File: src/rtl/intersection_phase_arbiter.sv
// rtl/intersection_phase_arbiter.sv - actuated right-of-way scheduler for a two-way intersection
// Arbitrates NS, EW and pedestrian demand through GREEN -> YELLOW -> ALL_RED sequencing.
module intersection_phase_arbiter #(
  parameter int CW           = 6,
  parameter int STARTUP_TIME = 15,
  parameter int MIN_GREEN    = 10,
  parameter int MAX_GREEN    = 60,
  parameter int YELLOW_TIME  = 4,
  parameter int ALLRED_TIME  = 3,
  parameter int WALK_TIME    = 8
) (
  input  logic clk,
  input  logic resetn,
  input  logic tick,
  input  logic ns_req,
  input  logic ew_req,
  input  logic ped_req,
  output logic ns_green,
  output logic ns_yellow,
  output logic ns_red,
  output logic ew_green,
  output logic ew_yellow,
  output logic ew_red,
  output logic walk,
  output logic ped_pending
);

  typedef enum logic [2:0] {
    ST_STARTUP   = 3'd0,
    ST_ALL_RED   = 3'd1,
    ST_NS_GREEN  = 3'd2,
    ST_NS_YELLOW = 3'd3,
    ST_EW_GREEN  = 3'd4,
    ST_EW_YELLOW = 3'd5,
    ST_PED_WALK  = 3'd6
  } state_t;

  // Timer values at which the D-th tick of a state lands.
  localparam logic [CW-1:0] T_STARTUP = CW'(STARTUP_TIME - 1);
  localparam logic [CW-1:0] T_MIN     = CW'(MIN_GREEN - 1);
  localparam logic [CW-1:0] T_MAX     = CW'(MAX_GREEN - 1);
  localparam logic [CW-1:0] T_YELLOW  = CW'(YELLOW_TIME - 1);
  localparam logic [CW-1:0] T_ALLRED  = CW'(ALLRED_TIME - 1);
  localparam logic [CW-1:0] T_WALK    = CW'(WALK_TIME - 1);

  state_t        state;
  state_t        state_nxt;
  state_t        decision;
  logic [CW-1:0] timer;
  logic          last_dir_ew;
  logic          ped_served;
  logic          opp_req;
  logic          same_req;
  logic          ns_exit;
  logic          ew_exit;
  logic          state_change;
  logic          enter_walk;
  logic          enter_ns;
  logic          enter_ew;

  // Right-of-way choice at the end of every clearance interval.
  always_comb begin
    decision = ST_ALL_RED;
    opp_req  = last_dir_ew ? ns_req : ew_req;
    same_req = last_dir_ew ? ew_req : ns_req;
    if (ped_pending && !ped_served) begin
      decision = ST_PED_WALK;
    end else if (opp_req) begin
      decision = last_dir_ew ? ST_NS_GREEN : ST_EW_GREEN;
    end else if (same_req) begin
      decision = last_dir_ew ? ST_EW_GREEN : ST_NS_GREEN;
    end else begin
      decision = last_dir_ew ? ST_NS_GREEN : ST_EW_GREEN;
    end
  end

  always_comb begin
    ns_exit = 1'b0;
    ew_exit = 1'b0;
    if (tick && (ew_req || ped_pending)) begin
      ns_exit = ((timer >= T_MIN) && !ns_req) || (timer >= T_MAX);
    end
    if (tick && (ns_req || ped_pending)) begin
      ew_exit = ((timer >= T_MIN) && !ew_req) || (timer >= T_MAX);
    end
  end

  always_comb begin
    state_nxt = state;
    case (state)
      ST_STARTUP: begin
        if (tick && (timer == T_STARTUP)) state_nxt = decision;
      end
      ST_ALL_RED: begin
        if (tick && (timer == T_ALLRED)) state_nxt = decision;
      end
      ST_NS_GREEN: begin
        if (ns_exit) state_nxt = ST_NS_YELLOW;
      end
      ST_NS_YELLOW: begin
        if (tick && (timer == T_YELLOW)) state_nxt = ST_ALL_RED;
      end
      ST_EW_GREEN: begin
        if (ew_exit) state_nxt = ST_EW_YELLOW;
      end
      ST_EW_YELLOW: begin
        if (tick && (timer == T_YELLOW)) state_nxt = ST_ALL_RED;
      end
      ST_PED_WALK: begin
        if (tick && (timer == T_WALK)) state_nxt = ST_ALL_RED;
      end
      default: state_nxt = ST_ALL_RED;
    endcase
  end

  always_comb begin
    state_change = (state_nxt != state);
    enter_walk   = state_change && (state_nxt == ST_PED_WALK);
    enter_ns     = state_change && (state_nxt == ST_NS_GREEN);
    enter_ew     = state_change && (state_nxt == ST_EW_GREEN);
  end

  always_ff @(posedge clk or negedge resetn) begin
    if (!resetn) begin
      state <= ST_STARTUP;
      timer <= '0;
    end else begin
      state <= state_nxt;
      if (state_change) begin
        timer <= '0;
      end else if (tick && (timer != '1)) begin
        timer <= timer + 1'b1;
      end
    end
  end

  // ped_served blocks a second walk until a vehicle green has been granted.
  always_ff @(posedge clk or negedge resetn) begin
    if (!resetn) begin
      last_dir_ew <= 1'b1;
      ped_pending <= 1'b0;
      ped_served  <= 1'b0;
    end else begin
      if (enter_ns) begin
        last_dir_ew <= 1'b0;
      end else if (enter_ew) begin
        last_dir_ew <= 1'b1;
      end
      if (enter_walk) begin
        ped_pending <= 1'b0;
      end else if (ped_req) begin
        ped_pending <= 1'b1;
      end
      if (enter_walk) begin
        ped_served <= 1'b1;
      end else if (enter_ns || enter_ew) begin
        ped_served <= 1'b0;
      end
    end
  end

  // Lamps are registered from the next state so they track state exactly.
  always_ff @(posedge clk or negedge resetn) begin
    if (!resetn) begin
      ns_green  <= 1'b0;
      ns_yellow <= 1'b0;
      ns_red    <= 1'b1;
      ew_green  <= 1'b0;
      ew_yellow <= 1'b0;
      ew_red    <= 1'b1;
      walk      <= 1'b0;
    end else begin
      ns_green  <= (state_nxt == ST_NS_GREEN);
      ns_yellow <= (state_nxt == ST_NS_YELLOW);
      ns_red    <= !((state_nxt == ST_NS_GREEN) || (state_nxt == ST_NS_YELLOW));
      ew_green  <= (state_nxt == ST_EW_GREEN);
      ew_yellow <= (state_nxt == ST_EW_YELLOW);
      ew_red    <= !((state_nxt == ST_EW_GREEN) || (state_nxt == ST_EW_YELLOW));
      walk      <= (state_nxt == ST_PED_WALK);
    end
  end

endmodule

File: config.mk
export PLATFORM = sky130hd
export DESIGN_NAME = intersection_phase_arbiter
export DESIGN_NICKNAME = d
export VERILOG_FILES = /design/src/rtl/intersection_phase_arbiter.sv
export SDC_FILE = /design/constraint.sdc
export NUM_CORES = 1
export LEC_CHECK = 0
export ABC_AREA = 1
export CORE_UTILIZATION = 44
export CTS_CLUSTER_SIZE = 20
export DETAILED_ROUTE_END_ITERATION = 8
export GPL_TIMING_DRIVEN = 0
export HOLD_SLACK_MARGIN = 0.15
export PLACE_DENSITY = 0.65
export RECOVER_POWER = 100
export SLEW_MARGIN = 20
export SYNTH_ARGS = -nofsm -noshare
export SYNTH_HDL_FRONTEND = slang
export SYNTH_SLANG_ARGS = --single-unit
File: constraint.sdc
create_clock -name clk -period 3.5 [get_ports clk]
set_clock_uncertainty 0.1 [all_clocks]
set_input_delay 0.35 -clock clk [delete_from_list [all_inputs] [get_ports clk]]
set_output_delay 0.35 -clock clk [all_outputs]
set_load 0.1 [all_outputs]
==> summary.log <==
[status] result of the run completed
[detailed_routing] router iterations before antenna repair 4
[global_route] global-route wire length before repair 3780 µm
[sta] measured slew at the worst slew-check pin 0.982 ns
[global_route] initial antenna violation count 0
[clock_network] TritonCTS clock tree yes
[clock_network] buffer levels on the longest clock path 2
[finish] leading cell type in the layout, fill and taps excluded sky130_fd_sc_hd__nand2_1
[place] Final Wtd Congestion 0.846
[clock_network] setup fix buffers added after clock tree synthesis 0
[finish] Register Area 479 µm²
[logic_synthesis] Warnings, synthesis 0
[finish] layout filler cell count 248
[clock_network] number of hold buffers added after CTS 0
[worst_setup_path] crit end category output port
[clock_network] total clock buffers created by CTS 3
[detailed_routing] total number of vias 982
[sta] post-route worst hold slack 0.387 ns
[worst_setup_path] family of cells with the greatest summed delay on the critical path buffers and inverters
[detailed_routing] detailed-route wire length per cell 11.2 µm
[global_route] number of global-route vias before repair 872
[sta] number of hold violations in the final report 0
[worst_setup_path] crit path buf inv count 1
[sta] minimum clock period after layout 2.47 ns
[sta] setup repair after global routing missed its margin false
[finish] Post-Layout Inst Area 1330 µm²
[global_route] overflow left after global routing 0
[worst_setup_path] list of cells traversed by the critical path dlygate4sd3_1
[place] number of port buffers 13
[clock_network] CTS clk-pin slew, worst paths 0.11 ns
[worst_setup_path] largest fanout on the critical path 1
[sta] period utilisation layout 70.5%
[worst_setup_path] kind of launch point of the worst setup path register
[clock_network] TritonCTS sink count 19
[power] Max IR drop VDD 0.000742 V
[clock_network] clock root buffer sky130_fd_sc_hd__clkbuf_4
[power] Leak 0.704 nW
[logic_synthesis] post-synthesis instance total 154
[finish] Area growth syn-to-layout 14.6%
[floorplanning] std cell rows 18
[worst_setup_path] Max stage delay on crit path 1.19 ns
[clock_network] clock latency of the later-clocked register in the worst-skew pair 0.29 ns
[detailed_routing] Post-route DRC 0
[logic_synthesis] combined area of all synthesized cells 1160 µm²
[worst_setup_path] cell at the slowest stage of the critical path sky130_fd_sc_hd__dlygate4sd3_1
[global_route] total track usage 18.5%
[run] max-cap viol count 0
[detailed_routing] number of violations reported at the end of detailed-routing iteration 0 17
[finish] area occupied by multi-input gates 554 µm²
[sta] Final Max Tran Viols 0
[finish] largest registers timer x6, state x3
[logic_synthesis] portion of synthesized cell area occupied by the leading cell type 34.6%
[logic_synthesis] Synth area leaders sky130_fd_sc_hd__dfrtp_1 35%, sky130_fd_sc_hd__nand2_1 13%, sky130_fd_sc_hd__nor2_1 7.5%
[finish] share of layout cells above drive strength 1 14.6%
[clock_network] Gates resized, CTS repair 0
[worst_setup_path] critical path arrival 2.02 ns
[floorplanning] Initial Utilization 46.7%
[clock_network] depth of the CTS H-tree 1
[detailed_routing] Routed Antenna Nets 0
[worst_setup_path] setup slack of the most critical reg-to-reg path 1.23 ns
[detailed_routing] Via-to-Cell Ratio 4.89
[finish] register name with the most flops timer
[sta] max-slew headroom at the worst pin 34.3%
[floorplanning] Core Area 2480 µm²
[place] DPL Wire Length 1750 µm
[floorplanning] I/O pin count 14
[logic_synthesis] register area share after synthesis 41.4%
[logic_synthesis] Yosys top cell by area sky130_fd_sc_hd__dfrtp_1
[global_route] largest net degree at the start of global routing 20
[logic_synthesis] number of distinct standard cells referenced by the synthesized netlist 25
[floorplanning] die height 53.3 µm
[place] area post-placement 1330 µm²
[sta] highest attainable clock frequency 405 MHz
[sta] Final setup violation count 0
[logic_synthesis] number of register bits inferred by synthesis 19
[min_path] Worst Hold Class reg2reg
[logic_synthesis] Synth Area per Inst 7.52 µm²
[finish] nets 182
[worst_setup_path] start-to-end type of the worst setup path reg2out
[power] total power divided by cell area 813 nW/µm²
[place] number of instances in the placed design 197
[finish] Antenna Cells 0
[sta] Fin Setup TNS 0 ns
[finish] most frequent cells in the layout 39 x sky130_fd_sc_hd__nand2_1, 23 x sky130_fd_sc_hd__nor2_1, 17 x sky130_fd_sc_hd__inv_1
[floorplanning] Horiz. Die Dim 53.3 µm
[worst_setup_path] required time of the critical path 3.05 ns
[finish] filler-free cell count of the finished design 201
[finish] Largest register FFs 6
[floorplanning] Die Footprint 2840 µm²
[logic_synthesis] post-synth net total 164
[detailed_routing] final wirelength 2250 µm
layout make-up:
type / count / share of cell area [%]
clock inverter: 1 / 0.377
multi-input combinational: 111 / 41.8
sequential: 19 / 36.1
buffer: 1 / 0.849
inverter: 23 / 6.51
tap: 30 / 2.83
clock buffer: 3 / 1.70
timing repair buffer: 13 / 9.81
cell usage after synthesis (all sizes together):
cell type	n
nor2	28
buf	1
nand4	2
nand2	42
or2	1
o21ai	9
ha	4
a21oi	2
nand3	15
a21boi	2
dfrtp	16
xor2	3
inv	23
nor3	2
o211ai	1
dfstp	3
final timing paths:
path / start / endpoint / depth (start not counted)
hold reg to reg: last_dir_ew$_DFFE_PN1P_ / last_dir_ew$_DFFE_PN1P_ / 2
setup / recovery: ew_red$_DFF_PN1_ / ew_red / 1
max in group asynchronous: resetn / timer[4]$_DFFE_PN0P_ / 1
min in group asynchronous: resetn / ew_yellow$_DFF_PN0_ / 1
hold / removal: last_dir_ew$_DFFE_PN1P_ / last_dir_ew$_DFFE_PN1P_ / 2
setup reg to reg: timer[0]$_DFFE_PN0P_ / ped_served$_DFFE_PN0P_ / 13
kinds of logic (layout without fill, tap and decap cells):
group                      Yosys count  in the layout  synth area share [%]
AOI/OAI and AO/OA                   14             14                  7.35
xor gates and xnor gates             3              3                  2.27
and+or+nand+nor                     90             90                  36.2
buffers and inverters               24             41                  8.43
adders and majority gates            4              4                  4.32
DFF                                 19             19                  41.4
metrics by stage:
step / worst slack (ns) / util, % / total power [mW]
6_report: 1.03 / 53.5 / 1.08
4_1_cts: 1.09 / 54.6 / 1.14
3_5_place_dp: 1.25 / 53.5 / 1.03
3_3_place_gp: 1.26 / 53.5 / 1.01
5_1_grt: 0.989 / 53.5 / 1.17
2_1_floorplan: 1.45 / - / 0.875
power by group:
part / total, mW / leakage (nW) / switching [mW] / internal (mW)
Combinational: 0.614 / 0.442 / 0.455 / 0.158
Clock: 0.109 / 0.0177 / 0.0668 / 0.0424
Sequential: 0.356 / 0.244 / 0.0581 / 0.298
Total: 1.08 / 0.704 / 0.580 / 0.498
layer usage:
layer	vias to the layer above	wire length, µm	global-route usage [%]
met5	-	0	0
met2	19	1030	27.7
met3	2	82	3.45
li1	516	-	-
met1	445	1130	26.6
met4	0	12	5.26
Note: power is estimated with default switching activity, not from simulation.
